$ cat src/rtl/dcache_controller.sv
// Direct-mapped, write-back / write-allocate data cache controller.
// Single outstanding CPU request; line transfers go to backing memory over a req/ack handshake.
module dcache_controller #(
    parameter int NUM_LINES  = 16,
    parameter int LINE_WORDS = 4
) (
    input  logic                       clk,
    input  logic                       reset,
    input  logic                       is_input_valid,
    input  logic                       mem_read,
    input  logic                       mem_write,
    input  logic [31:0]                addr,
    input  logic [31:0]                din,
    output logic                       is_ready,
    output logic                       is_output_valid,
    output logic [31:0]                dout,
    output logic                       is_hit,
    output logic                       dmem_req,
    output logic                       dmem_we,
    output logic [31:0]                dmem_addr,
    output logic [LINE_WORDS*32-1:0]   dmem_wdata,
    input  logic [LINE_WORDS*32-1:0]   dmem_rdata,
    input  logic                       dmem_ack,
    output logic [31:0]                hit_count,
    output logic [31:0]                miss_count
);

    localparam int IDX_W  = $clog2(NUM_LINES);
    localparam int WORD_W = $clog2(LINE_WORDS);
    localparam int OFF_W  = WORD_W + 2;
    localparam int TAG_W  = 32 - IDX_W - OFF_W;
    localparam int LINE_W = LINE_WORDS * 32;

    localparam logic [1:0] IDLE       = 2'd0;
    localparam logic [1:0] COMPARE    = 2'd1;
    localparam logic [1:0] WRITE_BACK = 2'd2;
    localparam logic [1:0] ALLOCATE   = 2'd3;

    logic [1:0]           state_q;
    logic [TAG_W-1:0]     req_tag_q;
    logic [IDX_W-1:0]     req_idx_q;
    logic [WORD_W-1:0]    req_word_q;
    logic [31:0]          req_din_q;
    logic                 req_store_q;
    logic                 first_q;
    logic                 dmem_req_q;
    logic [NUM_LINES-1:0] valid_q;
    logic [NUM_LINES-1:0] dirty_q;
    logic [31:0]          hit_count_q;
    logic [31:0]          miss_count_q;

    logic [TAG_W-1:0]     tag_mem  [NUM_LINES];
    logic [LINE_W-1:0]    data_mem [NUM_LINES];

    logic                 accept;
    logic                 lookup_hit;
    logic                 complete;
    logic                 mem_done;
    logic [TAG_W-1:0]     cur_tag;
    logic [LINE_W-1:0]    cur_line;
    logic [LINE_W-1:0]    store_line;
    logic [31:0]          rd_word;
    logic                 unused_addr_lsb;

    assign unused_addr_lsb = ^addr[1:0];

    assign accept     = (state_q == IDLE) && is_input_valid && (mem_read || mem_write);
    assign cur_tag    = tag_mem[req_idx_q];
    assign cur_line   = data_mem[req_idx_q];
    assign lookup_hit = valid_q[req_idx_q] && (cur_tag == req_tag_q);
    assign complete   = (state_q == COMPARE) && lookup_hit;
    // dmem_req_q is only ever set inside WRITE_BACK/ALLOCATE, so stray acks elsewhere are dropped
    assign mem_done   = dmem_req_q && dmem_ack;

    always_comb begin
        store_line = cur_line;
        rd_word    = '0;
        for (int unsigned w = 0; w < LINE_WORDS; w++) begin
            if (req_word_q == WORD_W'(w)) begin
                rd_word                = cur_line[w*32 +: 32];
                store_line[w*32 +: 32] = req_din_q;
            end
        end
    end

    always_comb begin
        dmem_addr  = '0;
        dmem_wdata = '0;
        if (state_q == WRITE_BACK) begin
            dmem_addr  = {cur_tag, req_idx_q, {OFF_W{1'b0}}};
            dmem_wdata = cur_line;
        end else if (state_q == ALLOCATE) begin
            dmem_addr  = {req_tag_q, req_idx_q, {OFF_W{1'b0}}};
        end
    end

    assign is_ready        = (state_q == IDLE);
    assign is_output_valid = complete;
    assign is_hit          = complete && first_q;
    assign dout            = (complete && !req_store_q) ? rd_word : '0;
    assign dmem_req        = dmem_req_q;
    assign dmem_we         = (state_q == WRITE_BACK);
    assign hit_count       = hit_count_q;
    assign miss_count      = miss_count_q;

    always_ff @(posedge clk or negedge reset) begin
        if (!reset) begin
            state_q      <= IDLE;
            req_tag_q    <= '0;
            req_idx_q    <= '0;
            req_word_q   <= '0;
            req_din_q    <= '0;
            req_store_q  <= 1'b0;
            first_q      <= 1'b0;
            dmem_req_q   <= 1'b0;
            valid_q      <= '0;
            dirty_q      <= '0;
            hit_count_q  <= '0;
            miss_count_q <= '0;
        end else begin
            case (state_q)
                IDLE: begin
                    if (accept) begin
                        req_tag_q   <= addr[31 -: TAG_W];
                        req_idx_q   <= addr[OFF_W +: IDX_W];
                        req_word_q  <= addr[2 +: WORD_W];
                        req_din_q   <= din;
                        req_store_q <= mem_write;
                        first_q     <= 1'b1;
                        state_q     <= COMPARE;
                    end
                end
                COMPARE: begin
                    if (lookup_hit) begin
                        if (req_store_q) begin
                            dirty_q[req_idx_q] <= 1'b1;
                        end
                        if (first_q) begin
                            hit_count_q <= hit_count_q + 32'd1;
                        end else begin
                            miss_count_q <= miss_count_q + 32'd1;
                        end
                        state_q <= IDLE;
                    end else begin
                        first_q <= 1'b0;
                        state_q <= (valid_q[req_idx_q] && dirty_q[req_idx_q]) ? WRITE_BACK : ALLOCATE;
                    end
                end
                // request rises one cycle after entry and drops for a cycle after each ack
                WRITE_BACK: begin
                    if (mem_done) begin
                        dmem_req_q <= 1'b0;
                        state_q    <= ALLOCATE;
                    end else begin
                        dmem_req_q <= 1'b1;
                    end
                end
                ALLOCATE: begin
                    if (mem_done) begin
                        dmem_req_q         <= 1'b0;
                        valid_q[req_idx_q] <= 1'b1;
                        dirty_q[req_idx_q] <= 1'b0;
                        state_q            <= COMPARE;
                    end else begin
                        dmem_req_q <= 1'b1;
                    end
                end
                default: state_q <= IDLE;
            endcase
        end
    end

    // Tag/data arrays carry no reset; a reset forces IDLE so no write can occur while it is held.
    always_ff @(posedge clk) begin
        if ((state_q == ALLOCATE) && mem_done) begin
            data_mem[req_idx_q] <= dmem_rdata;
            tag_mem[req_idx_q]  <= req_tag_q;
        end else if (complete && req_store_q) begin
            data_mem[req_idx_q] <= store_line;
        end
    end

endmodule

$ cat config.mk
export PLATFORM = sky130hd
export DESIGN_NAME = dcache_controller
export DESIGN_NICKNAME = d
export VERILOG_FILES = /design/src/rtl/dcache_controller.sv
export SDC_FILE = /design/constraint.sdc
export NUM_CORES = 2
export LEC_CHECK = 0
export ABC_AREA = 1
export CAP_MARGIN = 0
export CORE_AREA = 8 8 547 442
export CTS_CLUSTER_DIAMETER = 80
export DETAILED_ROUTE_END_ITERATION = 6
export DIE_AREA = 0 0 555 450
export GPL_ROUTABILITY_DRIVEN = 0
export PLACE_DENSITY_LB_ADDON = 0.25
export SLEW_MARGIN = 5
export SYNTH_ARGS = -nofsm -noshare
export SYNTH_HDL_FRONTEND = slang
export SYNTH_SLANG_ARGS = --single-unit
$ cat constraint.sdc
create_clock -name clk -period 9.9 [get_ports clk]
set_clock_uncertainty 0.05 [all_clocks]
set_input_delay 1.485 -clock clk [delete_from_list [all_inputs] [get_ports clk]]
set_output_delay 1.485 -clock clk [all_outputs]
set_load 0.005 [all_outputs]
==> impl_metrics.env <==
export IMPL_area_growth_pct=16.44
export IMPL_grt_max_degree=169
export IMPL_nets=8680
export IMPL_clock_latency_ns=0.87
export IMPL_grt_overflow=0
export IMPL_routed_wl_um=351600
export IMPL_status="completed"
export IMPL_ant_nets=0
export IMPL_fin_crit_ns=9.015
export IMPL_floorplan_initialDensity_pct=44.72
export IMPL_via_count=72080
export IMPL_crit_path_frequent_cell="buf_4"
export IMPL_worst_pin_slew_ns=1.314
export IMPL_h_tree_depth=5
export IMPL_coreArea_mm2=0.2330
export IMPL_clkTransAtPathRegs_ns=0.06
export IMPL_clock_sinks=2595
export IMPL_layout_common_cells="edfxtp_1, nand2_1, a22oi_1"
export IMPL_finalSetupViolCount=0
export IMPL_die_area_mm2=0.2498
export IMPL_drive_gt1_share_pct=7.546
export IMPL_fp_dieW_um=555
export IMPL_finalHoldViolations=0
export IMPL_grt_usage_pct=26.94
export IMPL_syn_area_mm2=0.1042
export IMPL_powerDensity_mw_per_mm2=293.1
export IMPL_wl_per_cell_um=29.74
export IMPL_fmax_mhz=110.9
export IMPL_ys_types=34
export IMPL_hold_buffers=0
export IMPL_route_detailed_drc=0
export IMPL_cp_end_kind="output port"
export IMPL_slew_viol_final=0
export IMPL_rows=159
export IMPL_cts_root_buffer="clkbuf_16"
export IMPL_rr_worst_depth=18
export IMPL_cp_slowest_cell="nor2_4"
export IMPL_crit_required_ns=8.37
export IMPL_ir_drop_mv=0.3638
export IMPL_drt_iter0_markers=10070
export IMPL_utilization_pct=52.08
export IMPL_cts_buffer_depth=4
export IMPL_min_path_type="flop to flop"
export IMPL_synth_seq_cells=2595
export IMPL_antenna_found_initial=20
export IMPL_die_h_um=450
export IMPL_cp_slowest_stage_delay_ns=1.00
export IMPL_post_cts_repair_setup_buffers=0
export IMPL_design_portCount=459
export IMPL_syn_area_per_cell_um2=12.86
export IMPL_final_common_cell="edfxtp_1"
export IMPL_crit_chain="clkinv_2 -> nor2_4 -> buf_12 -> buf_4 -> a22oi_1 -> a21oi_1 -> nor4_1 -> buf_4 -> nand2_1 -> o2111ai_1 -> nor2_1 -> clkdlybuf4s50_1"
export IMPL_p_leak_uw=0.04167
export IMPL_cts_made_buffers=268
export IMPL_fin_cells=11820
export IMPL_dp_hpwl_um=193200
export IMPL_crit_arrival_ns=7.48
export IMPL_vias_per_cell=6.097
export IMPL_critPathMaxFanout=159
export IMPL_cp_start_kind="flop"
export IMPL_grt_pass1_vias=67420
export IMPL_ys_warn_count=0
export IMPL_ys_seq_area_share_pct=74.01
export IMPL_period_share_pct=91.06
export IMPL_setup_tns_ns=0
export IMPL_firstDrtPassIters=6
export IMPL_crit_type="flop to output port"
export IMPL_cts_tree="yes"
export IMPL_drv_cap=0
export IMPL_io_buffers=452
export IMPL_syn_inst=8103
export IMPL_placed_cells=11350
export IMPL_cts_repair_resized=0
export IMPL_max_slew_margin_pct=12.22
export IMPL_hold_depth=1
export IMPL_rsz0062_at_grt="false"
export IMPL_fin_hold_ws_ns=0.4147
export IMPL_grt_pass1_wl_um=493700
==> logic make-up (layout without fill, tap and decap cells) <==
kind of cell               after synthesis  count (layout)  synth area share (%)
xor gates and xnor gates                60              60                0.5044
DFF                                   2595            2595                 74.01
other                                    1              20              0.003599
buffers and inverters                  672            1233                 2.518
adders and majority gates                6               6               0.07205
AOI/OAI and AO/OA                     1684            1684                 10.68
and+or+nand+nor                       3085            3085                 12.21
==> critical path, delay by kind of cell, from the launching register on <==
family | cells | cell delay [ns]
AOI/OAI and AO/OA | 3 | 0.81
and+or+nand+nor | 4 | 1.57
buffers and inverters | 5 | 3.10
DFF | 1 | 0.92
==> Yosys cell counts (all sizes together) <==
library cell	n	area [µm²]
clkbuf	411	1543
a32oi	7	61.31
clkinv	4	15.01
o22ai	1	6.260
o21bai	5	37.54
nor4	92	575.6
o41ai	1	8.760
o21ai	216	1081
nand2	2230	8371
a211oi	1	7.510
buf	120	551.8
inv	137	514.2
nor2	346	1301
o211ai	1	7.510
edfxtp	2432	73030
a21oi	401	2007
nand3b	1	7.510
dfrtp	163	4079
or2	38	237.7
xor2	42	367.9
nand3	76	380.4
a22oi	1032	7747
nand4	262	1639
ha	6	75.07
conb	1	3.750
xnor2	18	157.7
o2111ai	19	166.4
nor3	40	211.5
==> where the power goes <==
part / total (µW) / internal, µW / switching, µW
registers: 13400 / 12600 / 807
clock network: 10000 / 5840 / 4190
logic: 12100 / 3210 / 8920
==> final timing paths <==
path / from / end / slack (ns)
min in group asynchronous: reset / req_tag_q[14] / 0.53
worst max register to register: req_idx_q[1] / data_mem[3][11] / 2.57
worst min-delay path: valid_q[13] / valid_q[13] / 0.41
worst min register to register: valid_q[13] / valid_q[13] / 0.41
worst max-delay path: req_idx_q[1] / dout[17] / 0.88
max in group asynchronous: reset / miss_count[15] / 7.84
==> stage by stage <==
stage                     area [µm²]  setup slack [ns]  power (µW)
after global routing          121300            0.7925       36570
final                         121300            0.8846       35560
after global placement        112700             1.969       25200
after CTS                     121300             1.064       35190
after detailed placement      112700             1.973       25250
after floorplan               104200            0.6196       19640
==> area by class of cell <==
cell class / instances / area [µm²]
timing repair buffer: 631 / 6247
inverter: 141 / 571.8
antenna: 16 / 40.04
clock buffer: 334 / 7239
tap: 3139 / 3928
fill: 19360 / 111600
sequential: 2595 / 77120
clock inverter: 127 / 1308
multi-input combinational: 4839 / 24870
==> routing by layer <==
layer / part of all wire (%) / global-route usage (%) / vias to the layer above
li1: - / - / 30830
met1: 39 / 37.16 / 35850
met2: 43 / 39.83 / 4596
met3: 12 / 6.685 / 795
met4: 6.0 / 13.63 / 10
met5: 0.017 / 0 / -
==> sequential cells by signal (all words and copies together), names as in the netlist, named ones only <==
| name | cells |
|---|---|
| miss_count | 32 |
| dmem_req | 1 |
| req_store_q | 1 |
| valid_q | 16 |
| req_idx_q | 4 |
| req_tag_q | 24 |
| hit_count | 32 |
| req_din_q | 32 |
| tag_mem | 384 |
| req_word_q | 2 |
| first_q | 1 |
| data_mem | 2048 |
| state_q | 2 |
Note: power is estimated with default switching activity, not from simulation.
